`config.mk`:
```
export PLATFORM = sky130hd
export DESIGN_NAME = s_seq_sub16
export DESIGN_NICKNAME = d
export VERILOG_FILES = /design/src/rtl/seq_arith_pkg.sv /design/src/rtl/sub_digit.sv /design/src/rtl/s_seq_sub16.sv
export SDC_FILE = /design/constraint.sdc
export NUM_CORES = 1
export LEC_CHECK = 0
export ABC_CLOCK_PERIOD_IN_PS = 4700
export CORE_MARGIN = 4
export CORE_UTILIZATION = 55
export CTS_CLUSTER_DIAMETER = 60
export CTS_CLUSTER_SIZE = 40
export DETAILED_ROUTE_END_ITERATION = 8
export GPL_TIMING_DRIVEN = 0
export HOLD_SLACK_MARGIN = 0.15
export PLACE_DENSITY_LB_ADDON = 0.12
export SYNTH_ARGS = -nofsm -noshare
export SYNTH_HDL_FRONTEND = slang
export SYNTH_HIERARCHICAL = 1
export SYNTH_SLANG_ARGS = --single-unit
```
`constraint.sdc`:
```
create_clock -name clk -period 4.7 [get_ports clk]
set_input_delay 0.705 -clock clk [delete_from_list [all_inputs] [get_ports clk]]
set_output_delay 0.705 -clock clk [all_outputs]
set_load 0.1 [all_outputs]
```
`src/rtl/seq_arith_pkg.sv`:
```
// Shared types and elaboration helpers for the sequential arithmetic blocks.
// Holds the subtractor FSM state type and the operand/digit width check.
package seq_arith_pkg;

    typedef enum logic [1:0] {
        IDLE = 2'd0,
        BUSY = 2'd1,
        DONE = 2'd2
    } sub_state_t;

    // Operands must split into a whole number of non-empty digits.
    function automatic bit width_ok(input int width, input int digit);
        return (digit > 0) && (width >= digit) && ((width % digit) == 0);
    endfunction

endpackage

```
`src/rtl/sub_digit.sv`:
```
// Combinational DIGIT-bit ripple slice: s = a + b_n + cin, one full-adder cell per bit.
module sub_digit #(
    parameter int DIGIT = 1
) (
    input  logic [DIGIT-1:0] a,
    input  logic [DIGIT-1:0] b_n,
    input  logic             cin,
    output logic [DIGIT-1:0] s,
    output logic             cout
);

    always_comb begin
        logic c;
        c = cin;
        s = '0;
        for (int i = 0; i < DIGIT; i++) begin
            s[i] = a[i] ^ b_n[i] ^ c;
            c    = (a[i] & b_n[i]) | (c & (a[i] ^ b_n[i]));
        end
        cout = c;
    end

endmodule

```
`src/rtl/s_seq_sub16.sv`:
```
// Signed multi-cycle subtractor, diff = a - b (WIDTH+1 bits), DIGIT bits per cycle from the LSB.
// Define SEQ_SUB_BORROW_IN_EN to add a borrow-in port: diff = a - b - bin.
module s_seq_sub16
    import seq_arith_pkg::*;
#(
    parameter int WIDTH = 16,
    parameter int DIGIT = 1
) (
    input  logic             clk,
    input  logic             rst_n,
    input  logic             in_valid,
    output logic             in_ready,
    input  logic [WIDTH-1:0] a,
    input  logic [WIDTH-1:0] b,
`ifdef SEQ_SUB_BORROW_IN_EN
    input  logic             bin,
`endif
    output logic             out_valid,
    input  logic             out_ready,
    output logic [WIDTH:0]   diff
);

    localparam int NCYC = WIDTH / DIGIT;
    localparam int CW   = (NCYC > 1) ? $clog2(NCYC) : 1;
    localparam logic [CW-1:0] CNT_INIT = CW'(NCYC - 1);

    generate
        if (!width_ok(WIDTH, DIGIT)) begin : g_bad_width
            $error("s_seq_sub16: WIDTH must be a positive multiple of DIGIT");
        end
    endgenerate

    sub_state_t       state_q, state_d;
    logic [WIDTH-1:0] a_sh_q, a_sh_d;
    logic [WIDTH-1:0] b_sh_q, b_sh_d;
    logic             carry_q, carry_d;
    logic [CW-1:0]    cnt_q, cnt_d;
    logic [WIDTH:0]   diff_q, diff_d;
    logic             a_msb_q, a_msb_d;
    logic             bn_msb_q, bn_msb_d;

    logic [DIGIT-1:0] slice_sum;
    logic             slice_cout;
    logic [WIDTH-1:0] diff_low_nx;
    logic             carry_init;

`ifdef SEQ_SUB_BORROW_IN_EN
    assign carry_init = ~bin;
`else
    assign carry_init = 1'b1;
`endif

    sub_digit #(
        .DIGIT (DIGIT)
    ) u_slice (
        .a    (a_sh_q[DIGIT-1:0]),
        .b_n  (b_sh_q[DIGIT-1:0]),
        .cin  (carry_q),
        .s    (slice_sum),
        .cout (slice_cout)
    );

    // New sum digits enter at the top so the LSB digit lands at bit 0 after NCYC shifts.
    generate
        if (DIGIT == WIDTH) begin : g_single_digit
            assign diff_low_nx = slice_sum;
        end else begin : g_multi_digit
            assign diff_low_nx = {slice_sum, diff_q[WIDTH-1:DIGIT]};
        end
    endgenerate

    always_comb begin
        state_d  = state_q;
        a_sh_d   = a_sh_q;
        b_sh_d   = b_sh_q;
        carry_d  = carry_q;
        cnt_d    = cnt_q;
        diff_d   = diff_q;
        a_msb_d  = a_msb_q;
        bn_msb_d = bn_msb_q;
        case (state_q)
            IDLE: begin
                if (in_valid) begin
                    state_d  = BUSY;
                    a_sh_d   = a;
                    b_sh_d   = ~b;
                    carry_d  = carry_init;
                    cnt_d    = CNT_INIT;
                    a_msb_d  = a[WIDTH-1];
                    bn_msb_d = ~b[WIDTH-1];
                end
            end
            BUSY: begin
                a_sh_d              = a_sh_q >> DIGIT;
                b_sh_d              = b_sh_q >> DIGIT;
                carry_d             = slice_cout;
                diff_d[WIDTH-1:0]   = diff_low_nx;
                if (cnt_q == '0) begin
                    // Sign-extended top bit of a + ~b + cin, so the result never overflows.
                    diff_d[WIDTH] = a_msb_q ^ bn_msb_q ^ slice_cout;
                    state_d       = DONE;
                end else begin
                    cnt_d = cnt_q - CW'(1);
                end
            end
            DONE: begin
                if (out_ready) begin
                    state_d = IDLE;
                end
            end
            default: state_d = IDLE;
        endcase
    end

    always_ff @(posedge clk or negedge rst_n) begin
        if (!rst_n) begin
            state_q  <= IDLE;
            a_sh_q   <= '0;
            b_sh_q   <= '0;
            carry_q  <= 1'b0;
            cnt_q    <= '0;
            diff_q   <= '0;
            a_msb_q  <= 1'b0;
            bn_msb_q <= 1'b0;
        end else begin
            state_q  <= state_d;
            a_sh_q   <= a_sh_d;
            b_sh_q   <= b_sh_d;
            carry_q  <= carry_d;
            cnt_q    <= cnt_d;
            diff_q   <= diff_d;
            a_msb_q  <= a_msb_d;
            bn_msb_q <= bn_msb_d;
        end
    end

    assign in_ready  = (state_q == IDLE);
    assign out_valid = (state_q == DONE);
    assign diff      = diff_q;

endmodule

```
==> results.toml, run 1 <==
[outcome]
run_status = "complete, no violations"

[yosys]
synth_seq_area_share_pct = 54.7
synth.ff_latch_count = 58
synth_common_cells = "sky130_fd_sc_hd__nand2_1, sky130_fd_sc_hd__dfrtp_1, sky130_fd_sc_hd__nor2_1, sky130_fd_sc_hd__o21ai_0"
ys_types = 35
synth_top_cell_by_area = "sky130_fd_sc_hd__dfrtp_1"
ys_dominant_reg_cell = "sky130_fd_sc_hd__dfrtp_1"
synth.net_count = 316
post-synth-top-count-cell = "sky130_fd_sc_hd__nand2_1"
syn-instance-count = 278
synth_edf_count = 0
synth_warnings = 6
async_reset_ff_share_pct = 100
post-synth-top-area-fraction_pct = 54.7
syn_area_per_cell_um2 = 9.54
ys_top_cells_by_area = "sky130_fd_sc_hd__dfrtp_1, sky130_fd_sc_hd__nand2_1, sky130_fd_sc_hd__mux2i_1"
netlist_area_um2 = 2650

[sta]
fmax_mhz = 320
grt_setup_unrepaired = "false"
setup_viol_count_final = 0
timing.hold.ws_ns = 0.412
totalNegativeSetupSlack_ns = 0
finClkSkew_ns = 0.00621
slew-limit-headroom_pct = 34.3
slew_viol_final = 0
timing_hold_violations_final = 0
setup_ws_ns = 1.58
worst_slew_pin_slew_ns = 0.982
final.min_clock_period_ns = 3.12
finalCritPeriodShare_pct = 66.5

[global_routing]
grtUsageMet2_pct = 32.2
grt_use_met3_pct = 6.26
number_of_global_route_vias_before_repair = 2129
track_usage_pct = 20.4
grt_overflow = 0
grt_most_used_layer = "met2"
grt_start_max_net_pins = 31
grt_pass1_wl_um = 9770
number_of_antenna_violations_at_the_first_check_in_global_routing = 0
grt_use_met1_pct = 27.6

[floorplanning]
die_w_um = 77.4
fp.dieH_um = 77.4
core_um2 = 4690
floorplan.initialDensity_pct = 56.5
row_count = 25
boundaryPins = 55
die_area_um2 = 6000

[clocking]
cts_root_buffer = "sky130_fd_sc_hd__clkbuf_8"
cts_hold_bufs = 0
clockBufferDepth = 2
cts_tree = "yes"
cts-buffers-inserted = 9
cts_max_level = 3
post_cts.repair.setup_buffers = 0
cts_resizes = 0
cts.sink_count = 58
clkTransAtPathRegs_ns = 0.07
clock_latency_late_sink_ns = 0.33

[detailed_routing]
drt-vias-per-instance = 5.26
average_wire_per_cell_in_the_routed_design_um = 13.6
routed_wl_um = 5500
detail_route.drc_violations = 0
detail_route.iter0.violations = 119
ant_nets = 0
drt_first_pass_iters = 4
vias = 2119

[hold_path]
min_path_type = "input pin to async pin"

[worst_setup_path]
crit_fanout = 10
path_class = "flip-flop to output pin"
worst_setup_path_start_kind = "flip-flop"
crit_buf_inv = 2
kind_of_cell_with_the_highest_combined_delay_on_the_critical_path = "buffers and inverters"
endpoint_class_of_the_critical_path = "output pin"
cp_data_required_time_ns = 3.99
cell_by_cell_listing_of_the_critical_path = "clkbuf_1 -> nor2b_1 -> clkdlybuf4s50_1"
cp.arrival_ns = 2.42
cp_slowest_cell = "sky130_fd_sc_hd__clkdlybuf4s50_1"
critical_path.max_stage_delay_ns = 1.16

[finish]
antenna_cells_inserted = 0
post_route_cells_drive_above_1_share_pct = 9.74
area_delta_synth_final_pct = 30.7
final_layout_net_count = 382

[flow_run]
drv.max_cap_violation_count = 0

[power_and_ir_drop]
static-leakage-power_nw = 1.61
power_density_nw_per_um2 = 768
power.ir.vdd_worst_uv = 414

[place]
gp_congestion = 0.782
portBuffers = 54
place.detailed.hpwl_um = 3960
dp_slack_ns = 1.92
==> where the power goes <==
group / total [mW] / switching (mW) / internal [mW]
Combinational: 1.35 / 0.909 / 0.439
Clock: 0.428 / 0.195 / 0.232
Sequential: 0.887 / 0.151 / 0.736
==> state kept, by name, summed over array words and instances, names as in the netlist <==
| name | cells |
|---|---|
| a_msb_q | 1 |
| a_sh_q | 16 |
| b_sh_q | 16 |
| bn_msb_q | 1 |
| carry_q | 1 |
| cnt_q | 4 |
| diff | 17 |
| state_q | 2 |
==> metal layers <==
| metal | vias up | routed length [um] |
|---|---|---|
| met5 | - | 0 |
| li1 | 1051 | - |
| met1 | 1010 | 2580 |
| met3 | 5 | 281 |
| met4 | 0 | 46 |
| met2 | 53 | 2590 |
==> stage by stage <==
step                      area (um2)  total power, mW  cells  utilization [%]
after global placement          3260             2.21    386             69.5
after detailed placement        3280             2.25    387             69.8
after CTS                       3470             2.68    403             73.9
final                           3470             2.66    403             73.9
after floorplan                 2650             1.91    278                -
after global routing            3470             2.84    403             73.9
==> logic make-up after synthesis <==
kind of cell	after synthesis	synth area share, %
and+or+nand+nor	128	21.0
DFF	58	54.7
AOI/OAI and AO/OA	48	11.6
buffers and inverters	23	4.29
muxes	17	6.51
xor gates and xnor gates	2	0.660
adders and majority gates	2	1.23
==> path summary, 6_finish.rpt <==
check	start	end	slack (ns)	cells past startpoint
setup reg to reg	cnt_q[0]$_DFFE_PN0P_	diff[16]$_DFFE_PN0P_	2.93	5
hold reg to reg	b_sh_q[14]$_DFFE_PN0P_	b_sh_q[14]$_DFFE_PN0P_	0.48	2
setup / recovery	state_q[1]$_DFFE_PN0P_	out_valid	1.58	3
max in group asynchronous	rst_n	b_sh_q[15]$_DFFE_PN0P_	3.70	2
min in group clk	b_sh_q[14]$_DFFE_PN0P_	b_sh_q[14]$_DFFE_PN0P_	0.48	2
hold / removal	rst_n	a_sh_q[8]$_DFFE_PN0P_	0.41	1
==> cells in the final DEF, fill, tap and decap left out, types with 2 or more instances in the layout <==
cell type | synthesis | final
sky130_fd_sc_hd__clkbuf_8 | 0 | 12
sky130_fd_sc_hd__clkbuf_1 | 4 | 4
sky130_fd_sc_hd__o21ai_1 | 2 | 2
sky130_fd_sc_hd__and2_0 | 14 | 14
sky130_fd_sc_hd__nand2_1 | 80 | 80
sky130_fd_sc_hd__dfrtp_1 | 58 | 58
sky130_fd_sc_hd__inv_1 | 6 | 6
sky130_fd_sc_hd__xnor2_1 | 2 | 2
sky130_fd_sc_hd__nor3b_1 | 2 | 2
sky130_fd_sc_hd__mux2_2 | 2 | 2
sky130_fd_sc_hd__a22oi_1 | 2 | 2
sky130_fd_sc_hd__nand2b_1 | 3 | 3
sky130_fd_sc_hd__clkinvlp_4 | 0 | 2
sky130_fd_sc_hd__o211ai_1 | 2 | 2
sky130_fd_sc_hd__o21ai_0 | 17 | 17
sky130_fd_sc_hd__mux2i_1 | 15 | 15
sky130_fd_sc_hd__a21oi_1 | 2 | 2
sky130_fd_sc_hd__clkinv_2 | 0 | 2
sky130_fd_sc_hd__clkdlybuf4s50_1 | 0 | 53
sky130_fd_sc_hd__o22ai_1 | 2 | 2
sky130_fd_sc_hd__nor2_1 | 21 | 21
sky130_fd_sc_hd__buf_2 | 10 | 11
sky130_fd_sc_hd__buf_4 | 2 | 2
sky130_fd_sc_hd__a31oi_1 | 2 | 2
sky130_fd_sc_hd__nor2b_1 | 2 | 2
sky130_fd_sc_hd__o31ai_1 | 15 | 15
==> cell type report <==
class                   instances  area (um2)
plain buffers                  17        91.3
clock buffers                  12         165
clock inverters                 4        25.0
fillers                       372        1230
inverters                       6        22.5
multi-input cells             197        1090
flip-flops and latches         58        1450
well taps                      54        67.6
repair buffers                 55         556
No activity file was read; power rests on OpenSTA's default activity.
==> run 2: changes to the inputs <==
ABC_CLOCK_PERIOD_IN_PS = 2800   (was 4700)
CORE_UTILIZATION = 46   (was 55)
clock period = 2.8 ns   (was 4.7 ns; I/O delays follow)
==> results.toml, run 2 (synthesis results as in run 1) <==
[detailed_routing]
detail_route.drc_violations = 0
ant_nets = 0
routed_wl_um = 5370
drt-vias-per-instance = 4.95
drt_first_pass_iters = 4
detail_route.iter0.violations = 117
vias = 2085
average_wire_per_cell_in_the_routed_design_um = 12.7

[outcome]
run_status = "complete, no violations"

[clocking]
clock_latency_late_sink_ns = 0.33
clkTransAtPathRegs_ns = 0.07
cts_tree = "yes"
clockBufferDepth = 2
cts_root_buffer = "sky130_fd_sc_hd__clkbuf_8"
cts_max_level = 3
cts-buffers-inserted = 9
post_cts.repair.setup_buffers = 0
cts.sink_count = 58

[finish]
seq_area_um2 = 1450
nFillCells = 503
multi_input_area_um2 = 1090
final_layout_net_count = 382
mostFrequentLayoutCell = "sky130_fd_sc_hd__nand2_1"
antenna_cells_inserted = 0
area_delta_synth_final_pct = 30.8
finalNonFillerCells = 421
largest_register_ffs = 17
post_route_cells_drive_above_1_share_pct = 9.46
finish.utilization_pct = 62.6
final_cell_mix = "sky130_fd_sc_hd__nand2_1, sky130_fd_sc_hd__dfrtp_1, sky130_fd_sc_hd__clkdlybuf4s50_1, sky130_fd_sc_hd__nor2_1, sky130_fd_sc_hd__o21ai_0"

[worst_setup_path]
reg2reg_depth = 5
path_class = "flip-flop to output pin"
cp_slowest_cell = "sky130_fd_sc_hd__clkdlybuf4s50_1"
worst_setup_path_start_kind = "flip-flop"
cell_by_cell_listing_of_the_critical_path = "buf_2 -> nor2_1 -> clkdlybuf4s50_1"
endpoint_class_of_the_critical_path = "output pin"
crit_fanout = 10
r2r_end = "diff[16]$_DFFE_PN0P_"
timing.reg2reg.setup_slack_ns = 1.02
critical_path.max_stage_delay_ns = 1.14
reg2reg_from = "cnt_q[0]$_DFFE_PN0P_"
cp.arrival_ns = 2.23
cp_data_required_time_ns = 2.38

[place]
place.detailed.instances = 405
gp_congestion = 0.822
dp_slack_ns = 0.330
portBuffers = 54
place.detailed.hpwl_um = 3870

[floorplanning]
floorplan.initialDensity_pct = 47.9
core_um2 = 5540
fp.dieH_um = 83.9
die_w_um = 83.9
boundaryPins = 55
row_count = 27
die_area_um2 = 7050

[sta]
slew-limit-headroom_pct = 35.0
grt_setup_unrepaired = "false"
fmax_mhz = 378
setup_viol_count_final = 0
slew_viol_final = 0
finClkSkew_ns = 0.00756
setup_ws_ns = 0.151
finalCritPeriodShare_pct = 94.6
timing_hold_violations_final = 0
final.min_clock_period_ns = 2.65
worst_slew_pin_slew_ns = 0.972

[power_and_ir_drop]
static-leakage-power_nw = 1.61
totalPowerFinal_mw = 4.40
power_density_nw_per_um2 = 1270
power.ir.vdd_worst_uv = 923

[flow_run]
drv.max_cap_violation_count = 0

[hold_path]
min_path_type = "input pin to async pin"

[global_routing]
grt_start_max_net_pins = 35
track_usage_pct = 16.8
grt_pass1_wl_um = 9430
number_of_global_route_vias_before_repair = 2010
grt_overflow = 0
number_of_antenna_violations_at_the_first_check_in_global_routing = 0
==> run 2: cell count changes in the layout (fill, tap and decap cells not counted) <==
cell and delta:
sky130_fd_sc_hd__clkdlybuf4s50_1 -1, sky130_fd_sc_hd__dlygate4sd2_1 +1, sky130_fd_sc_hd__clkinv_2 +1, sky130_fd_sc_hd__clkbuf_1 +1
sky130_fd_sc_hd__clkbuf_8 -2
==> run 2: power by group <==
part           switching (mW)  internal, mW  total, mW
combinational            1.52         0.737       2.25
clock                   0.320         0.340      0.660
sequential              0.246          1.24       1.48
total                    2.08          2.31       4.40
==> run 2: critical path: cells and delay by family (launching register included) <==
kind                   cells  cell delay, ns
and+or+nand+nor            1            0.12
buffers and inverters      2            1.35
DFF                        1            0.44
==> run 2: layout make-up <==
cell class / count / share of cell area [%]
sequential: 58 / 41.8
multi-input combinational: 197 / 31.3
timing repair buffer: 55 / 16.0
clock buffer: 11 / 4.08
buffer: 17 / 2.63
tap: 72 / 2.60
clock inverter: 5 / 0.866
inverter: 6 / 0.649
==> run 2: how the worst max path moves through the flow <==
stage	slack (ns)	startpoint	to	cells after the start
floorplan	0.37	state_q[1]$_DFFE_PN0P_	out_valid	2
global placement	-0.58	rst_n	diff[16]$_DFFE_PN0P_	1
detailed placement	0.33	state_q[1]$_DFFE_PN0P_	out_valid	3
CTS	0.12	state_q[0]$_DFFE_PN0P_	in_ready	3
global route	0.05	state_q[1]$_DFFE_PN0P_	in_ready	3
finish	0.15	state_q[0]$_DFFE_PN0P_	in_ready	3
==> run 2: routing by layer <==
layer  global-route usage [%]  up-vias  wire length, um
li1                         -     1056                -
met1                     23.0      970             2600
met2                     24.2       51             2380
met3                     4.84        8              303
met4                     8.33        0               88
met5                        0        -                0
==> run 2: repair_timing <==
action                     4_1_cts  5_1_grt
gates resized for setup          1        0
hold buffers                     0        0
setup endpoints to repair        1        0
==> run 2: per-stage QoR <==
stage	TNS, ns	hold slack, ns	area, um2
detailed placement	0	0.467	3300
finish	0	0.164	3470
global placement	-33.53	0.462	3280
global route	0	0.213	3470
CTS	0	0.179	3470
floorplan	0	0.124	2650
